**config.mk**
```make
export PLATFORM = sky130hd
export DESIGN_NAME = dump_state_flat
export DESIGN_NICKNAME = d
export VERILOG_FILES = /design/src/rtl/dump_state_pkg.sv /design/src/rtl/dump_state_if.sv /design/src/rtl/dump_state_word_mux.sv /design/src/rtl/dump_state.sv /design/src/flat_wrapper.sv
export SDC_FILE = /design/constraint.sdc
export NUM_CORES = 1
export LEC_CHECK = 0
export CORE_UTILIZATION = 50
export CTS_CLUSTER_DIAMETER = 40
export CTS_CLUSTER_SIZE = 40
export DETAILED_ROUTE_END_ITERATION = 10
export HOLD_SLACK_MARGIN = 0.1
export PLACE_DENSITY = 0.81
export SLEW_MARGIN = 20
export SYNTH_ARGS = -nofsm -noshare
export SYNTH_HDL_FRONTEND = slang
export SYNTH_SLANG_ARGS = --single-unit
```
**constraint.sdc**
```tcl
create_clock -name clk -period 12.09 [get_ports clk]
set_input_delay 1.209 -clock clk [delete_from_list [all_inputs] [get_ports clk]]
set_output_delay 1.209 -clock clk [all_outputs]
set_load 0.02 [all_outputs]
```
**src/rtl/dump_state_pkg.sv**
```systemverilog
// Shared tracking-engine definitions: state-buffer word map, FSM encoding and
// word counts used by the dump (write-back) side and the fill side.
package dump_state_pkg;

  // State-buffer word addresses, common with the fill logic
  localparam logic [4:0] ADDR_PRN_CONFIG    = 5'd0;
  localparam logic [4:0] ADDR_CARRIER_FREQ  = 5'd1;
  localparam logic [4:0] ADDR_CODE_FREQ     = 5'd2;
  localparam logic [4:0] ADDR_CORR_CONFIG   = 5'd3;
  localparam logic [4:0] ADDR_NH_CONFIG     = 5'd4;
  localparam logic [4:0] ADDR_DUMP_LENGTH   = 5'd5;
  localparam logic [4:0] ADDR_PRN_STATE     = 5'd6;
  localparam logic [4:0] ADDR_PRN_COUNT     = 5'd7;
  localparam logic [4:0] ADDR_CARRIER_PHASE = 5'd8;
  localparam logic [4:0] ADDR_CARRIER_COUNT = 5'd9;
  localparam logic [4:0] ADDR_CODE_PHASE    = 5'd10;
  localparam logic [4:0] ADDR_PRN_CODE      = 5'd11;
  localparam logic [4:0] ADDR_CORR_STATE    = 5'd12;
  localparam logic [4:0] ADDR_MS_DATA_SUM   = 5'd13;
  localparam logic [4:0] ADDR_PRN2_STATE    = 5'd14;
  localparam logic [4:0] ADDR_ACC_STATE     = 5'd15;

  localparam int VAR_ADDR_BASE = 6;
  localparam int ADDR_ACC_BASE = 16;
  localparam int ACC_MAX_WORDS = 8;
  localparam int VAR_WORDS     = 10;

  typedef enum logic [2:0] {
    ST_IDLE   = 3'd0,
    ST_VAR    = 3'd1,
    ST_ACC_RD = 3'd2,
    ST_ACC_WR = 3'd3,
    ST_DONE   = 3'd4
  } dump_fsm_e;

  typedef logic [VAR_WORDS-1:0][31:0] var_words_t;

  function automatic logic [4:0] clamp_count(input logic [3:0] num, input int max_words);
    return (int'(num) > max_words) ? 5'(max_words) : {1'b0, num};
  endfunction

endpackage

```
**src/rtl/dump_state_if.sv**
```systemverilog
// State-buffer write port and correlator result read port of the dump sequencer.
interface dump_state_if;
  // Write handshake: state_wr requests a write of state_d4wr at state_addr; the
  // word is accepted in a cycle where state_wr & state_wr_gnt are both high, and
  // until then state_wr, state_addr and state_d4wr stay stable.
  logic        state_wr;
  logic [4:0]  state_addr;
  logic [31:0] state_d4wr;
  logic        state_wr_gnt;

  // Result read: acc_rd strobes acc_addr; acc_data is valid the following cycle.
  logic        acc_valid;
  logic [3:0]  acc_number;
  logic        acc_rd;
  logic [3:0]  acc_addr;
  logic [31:0] acc_data;

  modport master (
    output state_wr, state_addr, state_d4wr, acc_rd, acc_addr,
    input  state_wr_gnt, acc_valid, acc_number, acc_data
  );

  modport slave (
    input  state_wr, state_addr, state_d4wr, acc_rd, acc_addr,
    output state_wr_gnt, acc_valid, acc_number, acc_data
  );
endinterface

```
**src/rtl/dump_state_word_mux.sv**
```systemverilog
// Combinational 10:1 x 32 selector of a snapshot word by write index.
module dump_word_mux
  import dump_state_pkg::*;
(
  input  var_words_t  words,
  input  logic [3:0]  sel,
  output logic [31:0] word
);

  always_comb begin
    word = '0;
    for (int i = 0; i < VAR_WORDS; i++) begin
      if (sel == 4'(i)) word = words[i];
    end
  end

endmodule

```
**src/rtl/dump_state.sv**
```systemverilog
// Channel write-back sequencer: snapshots run-time variables and writes them to
// the state buffer; result write-back is built only with DUMP_STATE_ACC_EN.
module dump_state
  import dump_state_pkg::*;
#(
  parameter int ACC_MAX  = ACC_MAX_WORDS,
  parameter int VAR_BASE = VAR_ADDR_BASE,
  parameter int ACC_BASE = ADDR_ACC_BASE
) (
  input  logic               clk,
  input  logic               rst,
  input  logic               dump_start,
  input  logic [31:0]        prn_state_w,
  input  logic [31:0]        prn_count_w,
  input  logic [31:0]        carrier_phase,
  input  logic [31:0]        carrier_count,
  input  logic [31:0]        code_phase,
  input  logic [31:0]        prn_code_w,
  input  logic [31:0]        corr_state_w,
  input  logic [31:0]        ms_data_sum_w,
  input  logic [31:0]        prn2_state_w,
  input  logic [31:0]        acc_state_w,
  dump_state_if.master       bus,
  output logic               dump_busy,
  output logic               dump_done,
  output dump_fsm_e          dbg_state
);

  dump_fsm_e   state_q, state_d;
  var_words_t  snap_q, snap_d;
  logic [3:0]  idx_q, idx_d;
  logic [3:0]  k_q, k_d;
  logic [4:0]  n_q, n_d;
  logic        accv_q, accv_d;
  logic        cap_q, cap_d;
  logic [31:0] hold_q, hold_d;
  logic [31:0] var_word;

  dump_word_mux u_word_mux (
    .words (snap_q),
    .sel   (idx_q),
    .word  (var_word)
  );

  always_ff @(posedge clk or posedge rst) begin
    if (rst) begin
      state_q <= ST_IDLE;
      snap_q  <= '0;
      idx_q   <= '0;
      k_q     <= '0;
      n_q     <= '0;
      accv_q  <= 1'b0;
      cap_q   <= 1'b0;
      hold_q  <= '0;
    end else begin
      state_q <= state_d;
      snap_q  <= snap_d;
      idx_q   <= idx_d;
      k_q     <= k_d;
      n_q     <= n_d;
      accv_q  <= accv_d;
      cap_q   <= cap_d;
      hold_q  <= hold_d;
    end
  end

  always_comb begin
    state_d = state_q;
    snap_d  = snap_q;
    idx_d   = idx_q;
    k_d     = k_q;
    n_d     = n_q;
    accv_d  = accv_q;
    cap_d   = 1'b0;
    hold_d  = hold_q;
    case (state_q)
      ST_IDLE: begin
        if (dump_start) begin
          snap_d  = {acc_state_w, prn2_state_w, ms_data_sum_w, corr_state_w, prn_code_w,
                     code_phase, carrier_count, carrier_phase, prn_count_w, prn_state_w};
          accv_d  = bus.acc_valid;
          n_d     = clamp_count(bus.acc_number, ACC_MAX);
          idx_d   = '0;
          k_d     = '0;
          state_d = ST_VAR;
        end
      end
      ST_VAR: begin
        if (bus.state_wr_gnt) begin
          if (idx_q == 4'(VAR_WORDS - 1)) begin
`ifdef DUMP_STATE_ACC_EN
            state_d = (accv_q && (n_q != 5'd0)) ? ST_ACC_RD : ST_DONE;
`else
            state_d = ST_DONE;
`endif
          end else begin
            idx_d = idx_q + 4'd1;
          end
        end
      end
`ifdef DUMP_STATE_ACC_EN
      ST_ACC_RD: begin
        cap_d   = 1'b1;
        state_d = ST_ACC_WR;
      end
      ST_ACC_WR: begin
        // Result buffer data is only valid on entry; keep it for a stalled write.
        if (cap_q) hold_d = bus.acc_data;
        if (bus.state_wr_gnt) begin
          k_d     = k_q + 4'd1;
          state_d = (({1'b0, k_q} + 5'd1) == n_q) ? ST_DONE : ST_ACC_RD;
        end
      end
`endif
      ST_DONE: state_d = ST_IDLE;
      default: state_d = ST_IDLE;
    endcase
  end

  always_comb begin
    bus.state_wr   = 1'b0;
    bus.state_addr = '0;
    bus.state_d4wr = '0;
    bus.acc_rd     = 1'b0;
    bus.acc_addr   = '0;
    dump_done      = 1'b0;
    case (state_q)
      ST_VAR: begin
        bus.state_wr   = 1'b1;
        bus.state_addr = 5'(VAR_BASE) + {1'b0, idx_q};
        bus.state_d4wr = var_word;
      end
`ifdef DUMP_STATE_ACC_EN
      ST_ACC_RD: begin
        bus.acc_rd   = 1'b1;
        bus.acc_addr = k_q;
      end
      ST_ACC_WR: begin
        bus.state_wr   = 1'b1;
        bus.state_addr = 5'(ACC_BASE) + {1'b0, k_q};
        bus.state_d4wr = cap_q ? bus.acc_data : hold_q;
      end
`endif
      ST_DONE: dump_done = 1'b1;
      default: ;
    endcase
  end

  assign dump_busy = (state_q != ST_IDLE);
  assign dbg_state = state_q;

`ifndef DUMP_STATE_ACC_EN
  logic unused_acc;
  assign unused_acc = ^{bus.acc_data, 5'(ACC_BASE)};
`endif

endmodule

```
**src/flat_wrapper.sv**
```systemverilog
// flat-port wrapper written by rule: the top's interface ports become plain ports
module dump_state_flat import dump_state_pkg::*;
#(
  parameter int ACC_MAX  = ACC_MAX_WORDS,
  parameter int VAR_BASE = VAR_ADDR_BASE,
  parameter int ACC_BASE = ADDR_ACC_BASE
)
  (clk, rst, dump_start, prn_state_w, prn_count_w, carrier_phase, carrier_count, code_phase, prn_code_w, corr_state_w, ms_data_sum_w, prn2_state_w, acc_state_w, dump_busy, dump_done, dbg_state, bus_state_wr, bus_state_addr, bus_state_d4wr, bus_acc_rd, bus_acc_addr, bus_state_wr_gnt, bus_acc_valid, bus_acc_number, bus_acc_data);
  dump_state_if bus_i ();
  input  logic clk;
  input  logic rst;
  input  logic dump_start;
  input  logic [31:0] prn_state_w;
  input  logic [31:0] prn_count_w;
  input  logic [31:0] carrier_phase;
  input  logic [31:0] carrier_count;
  input  logic [31:0] code_phase;
  input  logic [31:0] prn_code_w;
  input  logic [31:0] corr_state_w;
  input  logic [31:0] ms_data_sum_w;
  input  logic [31:0] prn2_state_w;
  input  logic [31:0] acc_state_w;
  output logic dump_busy;
  output logic dump_done;
  output dump_fsm_e dbg_state;
  output wire logic [$bits(bus_i.state_wr)-1:0] bus_state_wr;
  output wire logic [$bits(bus_i.state_addr)-1:0] bus_state_addr;
  output wire logic [$bits(bus_i.state_d4wr)-1:0] bus_state_d4wr;
  output wire logic [$bits(bus_i.acc_rd)-1:0] bus_acc_rd;
  output wire logic [$bits(bus_i.acc_addr)-1:0] bus_acc_addr;
  input wire logic [$bits(bus_i.state_wr_gnt)-1:0] bus_state_wr_gnt;
  input wire logic [$bits(bus_i.acc_valid)-1:0] bus_acc_valid;
  input wire logic [$bits(bus_i.acc_number)-1:0] bus_acc_number;
  input wire logic [$bits(bus_i.acc_data)-1:0] bus_acc_data;
  assign bus_state_wr = bus_i.state_wr;
  assign bus_state_addr = bus_i.state_addr;
  assign bus_state_d4wr = bus_i.state_d4wr;
  assign bus_acc_rd = bus_i.acc_rd;
  assign bus_acc_addr = bus_i.acc_addr;
  assign bus_i.state_wr_gnt = bus_state_wr_gnt;
  assign bus_i.acc_valid = bus_acc_valid;
  assign bus_i.acc_number = bus_acc_number;
  assign bus_i.acc_data = bus_acc_data;
  dump_state #(.ACC_MAX(ACC_MAX), .VAR_BASE(VAR_BASE), .ACC_BASE(ACC_BASE)) u_core (.clk(clk), .rst(rst), .dump_start(dump_start), .prn_state_w(prn_state_w), .prn_count_w(prn_count_w), .carrier_phase(carrier_phase), .carrier_count(carrier_count), .code_phase(code_phase), .prn_code_w(prn_code_w), .corr_state_w(corr_state_w), .ms_data_sum_w(ms_data_sum_w), .prn2_state_w(prn2_state_w), .acc_state_w(acc_state_w), .bus(bus_i), .dump_busy(dump_busy), .dump_done(dump_done), .dbg_state(dbg_state));
endmodule
```
==> results of run 1 <==
-- state kept, by name, summed over array words and instances, names as in the netlist --
name / cells
u_core.idx_q: 4
u_core.dbg_state: 2
u_core.snap_q: 320
-- final cells by class --
cell class	count	share of cell area, %
well taps	402	2.36
diodes	7	0.0822
repair buffers	388	18.0
clock buffers	57	6.28
flip-flops and latches	326	38.3
multi-input cells	826	33.0
clock inverters	35	1.81
inverters	9	0.194
-- metrics by stage --
stage | total power, W | util (%) | cell area (um^2) | cells
global route | 0.00613 | 67.7 | 21300 | 2048
finish | 0.00584 | 67.7 | 21300 | 2050
floorplan | 0.00340 | - | 16000 | 1280
global placement | 0.00428 | 62.2 | 19600 | 1951
CTS | 0.00587 | 67.6 | 21300 | 2043
detailed placement | 0.00437 | 62.2 | 19600 | 1951
-- power by group --
part           switching, W  internal, W  leakage (nW)  total (W)
clock network      0.000553     0.000914         0.827    0.00147
registers          0.000319      0.00163          3.97    0.00195
logic               0.00133      0.00109          3.81    0.00242
total               0.00220      0.00364          8.61    0.00584
-- logic make-up (layout without fill, tap and decap cells) --
family,Yosys count,after routing,synth area share [%]
other,1,13,0.0235
DFF,326,326,51.2
buffers and inverters,128,489,5.12
muxes,321,321,22.7
AOI/OAI and AO/OA,235,235,11.5
adders and majority gates,6,6,0.471
and+or+nand+nor,255,255,8.90
xor gates and xnor gates,3,3,0.165
-- metal layers --
metal	global-route usage, %	up-vias
met5	0	-
met4	14.5	8
met3	8.10	128
met2	50.0	486
met1	36.4	6183
li1	-	5360
-- cell usage in the layout, fill, tap and decap left out, types with 30 or more instances in the layout --
cell type and n:
o2111ai_1 30, o32ai_1 30, clkbuf_16 51, o21ai_0 36, a21oi_1 34, nor2_1 40, clkdlybuf4s50_1 365, or2_2 31
dfrtp_1 326, mux2_1 266, nand2_1 71, mux2_2 53, a221oi_1 32, a2111oi_1 30, nand3b_1 65, a21oi_2 30
nor2b_1 32
-- final timing paths --
check                      cells past startpoint  slack (ns)                              to                       startpoint
max                                            8        6.41              bus_state_d4wr[26]      u_core.idx_q[1]$_DFFE_PP0P_
min                                            1        0.48  u_core.snap_q[110]$_DFFE_PP0P_   u_core.snap_q[110]$_DFFE_PP0P_
max reg2reg                                    5        8.74  u_core.snap_q[271]$_DFFE_PP0P_  u_core.dbg_state[0]$_DFFE_PP0P_
min reg2reg                                    1        0.48  u_core.snap_q[110]$_DFFE_PP0P_   u_core.snap_q[110]$_DFFE_PP0P_
max in group asynchronous                      3        9.23  u_core.snap_q[141]$_DFFE_PP0P_                              rst
min in group asynchronous                      2        1.29  u_core.snap_q[201]$_DFFE_PP0P_                              rst
==> metrics, run 1 <==
RSZ-0062 raised after global routing false; flops & latches, synth roughly 330; H-tree depth 2; DRC 0; post-route setup slack 6.41 ns; gpl congestion between 0.8 and 0.9; Worst Skew 0.0169 ns; fraction of registers with async set/reset 100%; max cap viols 0; initial core utilization 50.7%; WL/cell about 24 um; CP delay by family, top simple AND/OR/NAND/NOR gates; drt first pass iters 4; CP Class register to primary output; Critical Path RT 10.88 ns; sequential share of the synthesized area 51.2%; clk sinks about 330; Reg clk slew, reported paths 0.06 ns; Inserted Clock Buffers a little under 50; post_cts resized 0; top achievable clock speed 176 MHz; row cnt 65; hold_buf cts 0; multi-input logic area 7020 um^2; worst-case clock buffer depth 3; Fill cells between 2000 and 2500; worst setup slack after placement 7.06 ns; outcome finished, final reports clean; clock latency on the worst-skew pair around 0.55 ns; post-route ant nets 0; Slew HR 18.5%; IO buf count 365; share of the synthesized area in the top cell type 51.2%; met1 WL between 15 and 20 mm; worst-path cell chain inv_1 -> ha_2 -> buf_4 -> and3b_2 -> nor2_4 -> o2111ai_1 -> o32ai_1 -> clkdlybuf4s50_1; Setup TNS 0 ns; Die ar. approximately 33000 um^2; Synth area leaders dfrtp_1 51%, mux2_1 19%, mux2_2 3.7%; synthesized area per cell 12.5 um^2; layout cell share with drive strength beyond 1 14.9%; synth cell count leaders 326 x dfrtp_1, 266 x mux2_1, 71 x nand2_1; Syn-to-layout area delta 33.6%; Yosys cell types 48; Final setup viols 0; Top FF cell, synth dfrtp_1; met2 WL 24.0 mm; Critical-path top delay cell nor2_4; Root Driver clkbuf_16; core area 31500 um^2; WHS 0.483 ns; highest routed layer met5; Worst VDD drop 0.000212 V; initial antenna violation count 11; YS warnings 0; CP max FO 70; cells after synthesis 1275; met3 wire length 3.86 mm; TritonCTS clock tree done; Setup Buffers After CTS 0; cell with the most instances after synthesis dfrtp_1; Cell Area, Synth 15900 um^2; max-slew violations 0; post-synth top area cell dfrtp_1; fin crit share ~47%; first-pass GRT wire length between 70 and 80 mm; drt initial violations 756; vias in the first global route between 10000 and 15000; power per cell area roughly 270 nW/um^2; Static Leak between 8 and 9 nW; Final Net Count between 1500 and 2000; register area 8160 um^2; Data arrival, critical path 4.47 ns; max incr delay on CP between 0.7 and 0.8 ns; gr usage total 30.1%; number of flops mapped to enable cells by yosys 0; Die Width between 150 and 200 um; total gr overflow 0; DR vias/cell 5.93; fin crit period between 5 and 6 ns; routed wire length about 50 mm; vias 12165; critical path capture point type primary output; Ports 409; Worst Max-Slew Pin Slew between 1 and 1.5 ns; die height 181 um; HP Class register to register; Post-DP HPWL 31.5 mm; CP startpoint kind register; crit path buf inv count 3; pin count of the biggest net entering global routing 189; Final Hold Vio Count 0
Note: power is estimated with default switching activity, not from simulation.
==> run 2: changes to the inputs <==
Clock period 12.09 ns to 5.63 ns, I/O delays scaled along.
==> run 2 against run 1 <==
Effect of this change:
- via count decreased by 0.39%
- clock power increased by 110%
- critical endpoint is now bus_state_d4wr[27]
- core utilization decreased by 0.10 points
- largest power group unchanged
- sequential share of layout area increased by 0.058 points
- count of clock-buffer cells in the layout increased by 3
- global-route usage decreased by 0.66 points
- critical path depth unchanged
- final area decreased by 0.15%
- power increased by 110%
- wire length decreased by 2.4%
==> metrics, run 2 (synthesized netlist as in run 1, its figures left out) <==
outcome finished, final reports clean (unchanged); initial core utilization 50.7% (unchanged); Final Hold Vio Count 0 (unchanged); IO buf count 365 (unchanged); vias in the first global route 12903 (was 12768); critical path capture point type primary output (unchanged); clock latency on the worst-skew pair 0.54 ns (was 0.55 ns); Data arrival, critical path 4.23 ns (was 4.47 ns); flop2flop setup slack 2.94 ns (was 8.74 ns); combinational power share 41.8% (was 41.5%); Worst Max-Slew Pin Slew 1.14 ns (was 1.22 ns); vias 12117 (was 12165); clock network power share 24.5% (was 25.1%); gpl congestion 0.896 (was 0.892); power per cell area 583 nW/um^2 (was 274 nW/um^2); most common cell after layout, fill and taps aside clkdlybuf4s50_1 (unchanged); fin crit share 85.2%; worst-case clock buffer depth 3 (unchanged); pin count of the biggest net entering global routing 165 (was 189); fin crit period between 4 and 5 ns; top achievable clock speed 209 MHz; final core occ 67.6% (was 67.7%); Fill cells 2279 (was 2338); Worst VDD drop 0.000494 V (was 0.000212 V); drt initial violations 705 (was 756); Syn-to-layout area delta 33.4% (was 33.6%); Slew HR 24.2% (was 18.5%); Final setup viols 0 (unchanged); most flop-heavy register u_core.snap_q (unchanged); TritonCTS clock tree done (unchanged); Root Driver clkbuf_16 (unchanged); core area 31500 um^2 (unchanged); post-route ant nets 0 (unchanged); CP max FO 69 (was 70); layout cell share with drive strength beyond 1 14.5% (was 14.9%); hold_buf cts 0 (unchanged); Worst Skew 0.0187 ns (was 0.0169 ns); WL/cell 23.4 um (was 23.9 um); row cnt 65 (unchanged); total gr overflow 0 (unchanged); gr usage total 29.5% (was 30.1%); DRC 0 (unchanged); Die Width 181 um (unchanged); Int Pwr 0.00777 W (was 0.00364 W); CP Class register to primary output (unchanged); Psw 0.00462 W (was 0.00220 W); Setup Buffers After CTS 0 (unchanged); max cap viols 0 (unchanged); Die ar. 32600 um^2 (unchanged); die height 181 um (unchanged); DR vias/cell 5.92 (was 5.93); clk sinks 326 (unchanged); Final Net Count 1966 (was 1967); max-slew violations 0 (unchanged); most frequent cells in the layout 365 x clkdlybuf4s50_1, 326 x dfrtp_1, 266 x mux2_1 (unchanged); initial antenna violation count 9 (was 11); RSZ-0062 raised after global routing false (unchanged); max reg flops 320 (unchanged); Critical Path RT 5.07 ns (was 10.88 ns); H-tree depth 2 (unchanged); Setup TNS 0 ns (unchanged); post_cts resized 0 (unchanged); Post-DP HPWL 31.6 mm (was 31.5 mm); Reg clk slew, reported paths 0.05 ns (was 0.06 ns); Ports 409 (unchanged); drt first pass iters 5 (was 4); first-pass GRT wire length 73.9 mm (was 75.1 mm); Sequential Power Share 33.7% (was 33.4%); CP startpoint kind register (unchanged); Net Sw Frac 37.3% (was 37.7%); HP Class register to register (unchanged); routed wire length 47.9 mm (was 49.1 mm); Inserted Clock Buffers 48 (was 49); Static Leak 8.60 nW (was 8.61 nW)
==> run 2: cell count changes in the layout (fill, tap and decap cells not counted), moves of 2 or more <==
cell        before  now
buf_12           1    4
clkbuf_1         2    6
inv_8            3    1
clkbuf_16       51   49
buf_4           22   19
clkinv_2         6    8
clkinv_4         8    6
clkinvlp_4       8    5
==> run 2: cell type report <==
class	instances	area, um^2	area share (%)
tap	402	503	2.36
clock buffer	60	1320	6.19
timing repair buffer	388	3880	18.2
sequential	326	8160	38.3
antenna	6	15.0	0.0706
clock inverter	29	328	1.54
inverter	9	37.5	0.176
multi-input combinational	826	7040	33.1
==> run 2: stage by stage <==
step	worst slack, ns	hold slack [ns]	area [um^2]	power (W)	cells
6_report	0.835	0.481	21300	0.0124	2046
5_1_grt	0.644	0.499	21300	0.0130	2045
3_3_place_gp	1.36	0.467	19600	0.00918	1951
2_1_floorplan	0.716	0.454	16000	0.00730	1280
3_5_place_dp	1.30	0.475	19600	0.00937	1951
4_1_cts	0.702	0.486	21300	0.0125	2040
==> run 2: final timing paths <==
path / from / to / depth (start not counted)
worst max-delay path: u_core.idx_q[1]$_DFFE_PP0P_ / bus_state_d4wr[27] / 8
worst min-delay path: u_core.snap_q[101]$_DFFE_PP0P_ / u_core.snap_q[101]$_DFFE_PP0P_ / 1
max in group asynchronous: rst / u_core.snap_q[103]$_DFFE_PP0P_ / 3
min in group asynchronous: rst / u_core.snap_q[305]$_DFFE_PP0P_ / 2
worst min register to register: u_core.snap_q[101]$_DFFE_PP0P_ / u_core.snap_q[101]$_DFFE_PP0P_ / 1
worst max register to register: u_core.idx_q[1]$_DFFE_PP0P_ / u_core.idx_q[0]$_DFFE_PP0P_ / 7
==> run 2: worst max-delay path: stages, from the launching register on <==
cell and delay (ns):
dfrtp_1 0.50, ha_4 0.65, buf_4 0.49, inv_1 0.19, nor3_2 0.13, buf_4 0.40
a221oi_1 0.14, o32ai_1 0.44, clkdlybuf4s50_1 0.72
==> run 2: per-layer routing <==
metal	GRT usage, %	share of wire [%]
met5	0	0.084
met4	16.0	5.5
met3	8.06	7.7
met2	48.2	48
met1	35.4	39
==> run 2: power groups by stage <==
stage | Clock, W | Combinational (W) | Sequential [W]
final | 0.00303 | 0.00519 | 0.00418
after global routing | 0.00318 | 0.00554 | 0.00431
after CTS | 0.00307 | 0.00524 | 0.00415
after detailed placement | 0 | 0.00519 | 0.00418
after global placement | 0 | 0.00508 | 0.00411
after floorplan | 0 | 0.00336 | 0.00394
==> run 3: changes to the inputs <==
==> constraint.sdc (replaced) <==
create_clock -name clk -period 5.63 [get_ports clk]
set_input_delay 0.8445 -clock clk [delete_from_list [all_inputs] [get_ports clk]]
set_output_delay 0.8445 -clock clk [all_outputs]
set_load 0.02 [all_outputs]
==> run 3 against run 2 <==
Effect of this change:
- count of clock-buffer cells in the layout shrank 1
- via count shrank 0.98%
- sequential power is essentially flat
==> metrics, run 3 (synthesized netlist as in run 1, its figures left out) <==
row cnt 65 (unchanged); drt initial violations 878 (was 705); HP Class register to register (unchanged); CP startpoint kind register (unchanged); clk sinks 326 (unchanged); Reg clk slew, reported paths 0.05 ns (about the same); Critical Path RT 4.79 ns (was 5.07 ns); CP Class register to primary output (unchanged); top achievable clock speed 198 MHz (was 209 MHz); initial core utilization 50.7% (unchanged); post-route ant nets 0 (unchanged); pin count of the biggest net entering global routing 133 (was 165); Fill cells 2280 (was 2279); register area 8160 um^2 (unchanged); Final Hold Vio Count 0 (unchanged); worst-path cell chain ha_4 -> buf_4 -> nand3b_1 -> a21oi_1 -> a2111oi_1 -> o32ai_1 -> clkdlybuf4s50_1 (was ha_4 -> buf_4 -> inv_1 -> nor3_2 -> buf_4 -> a221oi_1 -> o32ai_1 -> clkdlybuf4s50_1); DRC 0 (unchanged); first-pass GRT wire length 73.2 mm (was 73.9 mm); Final setup viols 0 (unchanged); total gr overflow 0 (unchanged); Syn-to-layout area delta 33.3% (was 33.4%); HP Start u_core.snap_q[318]$_DFFE_PP0P_ (was u_core.snap_q[101]$_DFFE_PP0P_); GRT met2 Usage 48.7% (was 48.2%); Area after DPL 19700 um^2 (was 19600 um^2); post_cts resized 0 (unchanged); hold_buf cts 0 (unchanged); drt first pass iters 5 (unchanged); Die Width 181 um (unchanged); CP delay by family, top compound AO/OA/AOI/OAI gates (was buffers and inverters); M3 GR Usage 6.77% (was 8.06%); most flop-heavy register u_core.snap_q (unchanged); WHS 0.485 ns (was 0.481 ns); layout cell share with drive strength beyond 1 14.6% (was 14.5%); die height 181 um (unchanged); Static Leak 8.60 nW (about the same); Setup TNS 0 ns (unchanged); Slew HR 29.7% (was 24.2%); GR Util met1 36.5% (was 35.4%); power per cell area 579 nW/um^2 (was 583 nW/um^2); hold path endpoint u_core.snap_q[318]$_DFFE_PP0P_ (was u_core.snap_q[101]$_DFFE_PP0P_); Data arrival, critical path 4.20 ns (was 4.23 ns); worst setup slack after placement 1.05 ns (was 1.30 ns); fin crit period 5.04 ns (was 4.79 ns); r2r startpoint u_core.dbg_state[0]$_DFFE_PP0P_ (was u_core.idx_q[1]$_DFFE_PP0P_); Ports 409 (unchanged); critical path capture point type primary output (unchanged); max reg flops 320 (unchanged); TritonCTS clock tree done (unchanged); global route hottest layer met2 (unchanged); WL/cell 23.3 um (was 23.4 um); gpl congestion 0.872 (was 0.896); Post-DP HPWL 31.8 mm (was 31.6 mm); RSZ-0062 raised after global routing false (unchanged); initial antenna violation count 7 (was 9); max cap viols 0 (unchanged); Inserted Clock Buffers 47 (was 48); vias in the first global route 12536 (was 12903); crit path buf inv count 2 (was 4); # placed instances 1955 (was 1951); routed wire length 47.6 mm (was 47.9 mm); vias 11998 (was 12117); CP max FO 53 (was 69); clock latency on the worst-skew pair 0.55 ns (was 0.54 ns); IO buf count 365 (unchanged); worst-case clock buffer depth 3 (unchanged); Worst VDD drop 0.000441 V (was 0.000494 V); post-route insts no fill 2046 (unchanged); most common cell after layout, fill and taps aside clkdlybuf4s50_1 (unchanged); most frequent cells in the layout 365 x clkdlybuf4s50_1, 326 x dfrtp_1, 266 x mux2_1 (unchanged); multi-input logic area 7040 um^2 (unchanged); gr usage total 29.3% (was 29.5%); fin area 21300 um^2 (about the same); outcome finished, final reports clean (unchanged); core area 31500 um^2 (unchanged); Critical-path top delay cell a2111oi_1 (was clkdlybuf4s50_1); flop2flop setup slack 2.66 ns (was 2.94 ns); max incr delay on CP 0.96 ns (was 0.72 ns); max-slew violations 0 (unchanged); Setup Buffers After CTS 0 (unchanged); post-route setup slack 0.587 ns (was 0.835 ns); fin crit share 89.6% (was 85.2%); DR vias/cell 5.86 (was 5.92); Worst Skew 0.0210 ns (was 0.0187 ns); Root Driver clkbuf_16 (unchanged); reg-to-reg endpoint u_core.snap_q[232]$_DFFE_PP0P_ (was u_core.idx_q[0]$_DFFE_PP0P_); hold depth 1 (unchanged); R2R cell count 4 (was 7); Final Net Count 1969 (was 1966); Worst Max-Slew Pin Slew 1.05 ns (was 1.14 ns); H-tree depth 2 (unchanged); Die ar. 32600 um^2 (unchanged)
run 3: cell types whose count changed in the layout (fill, tap and decap cells not counted), sizes merged:
cell,delta
buf,+4
bufinv,-1
clkbuf,-1
clkinv,-6
clkinvlp,-1
inv,+5
run 3: worst max path at each step:
stage                                            from                               to  slack [ns]  depth (start not counted)
final                     u_core.idx_q[1]$_DFFE_PP0P_               bus_state_d4wr[15]        0.59                          7
after global routing      u_core.idx_q[1]$_DFFE_PP0P_                bus_state_d4wr[3]        0.38                          7
after CTS                 u_core.idx_q[3]$_DFFE_PP0P_               bus_state_d4wr[11]        0.44                          6
after detailed placement  u_core.idx_q[3]$_DFFE_PP0P_               bus_state_d4wr[11]        1.05                          6
after global placement    u_core.idx_q[3]$_DFFE_PP0P_               bus_state_d4wr[11]        1.05                          6
after floorplan                                   rst  u_core.dbg_state[0]$_DFFE_PP0P_        0.43                          1
run 3: worst reg2reg max path, cell delays in order, from the launching register on:
cell and delay (ns):
dfrtp_1 0.56, or2_2 0.41, nor2_4 0.79, buf_12 0.56, mux2_1 0.52
run 3: stage by stage:
stage	power [W]	utilization, %
CTS	0.0124	67.5
finish	0.0123	67.5
global placement	0.00920	62.5
global route	0.0130	67.5
detailed placement	0.00938	62.5
floorplan	0.00730	-
run 3: routing by layer:
layer	wire length, um	up-vias	share of wire (%)
li1	-	5333	-
met1	18800	6037	40
met2	23200	516	49
met3	3600	110	7.6
met4	1920	2	4.0
met5	15	-	0.032
run 3: area by class of cell:
cell class	instances	area share, %
Antenna cell	6	0.0706
Clock buffer	59	6.07
Clock inverter	26	1.39
Inverter	9	0.177
Multi-Input combinational cell	826	33.1
Sequential cell	326	38.4
Tap cell	402	2.37
Timing Repair Buffer	392	18.4
run 3: power by group:
group	total (W)	switching, W	internal, W
registers	0.00418	0.000672	0.00350
logic	0.00518	0.00280	0.00238
clock network	0.00295	0.00112	0.00183
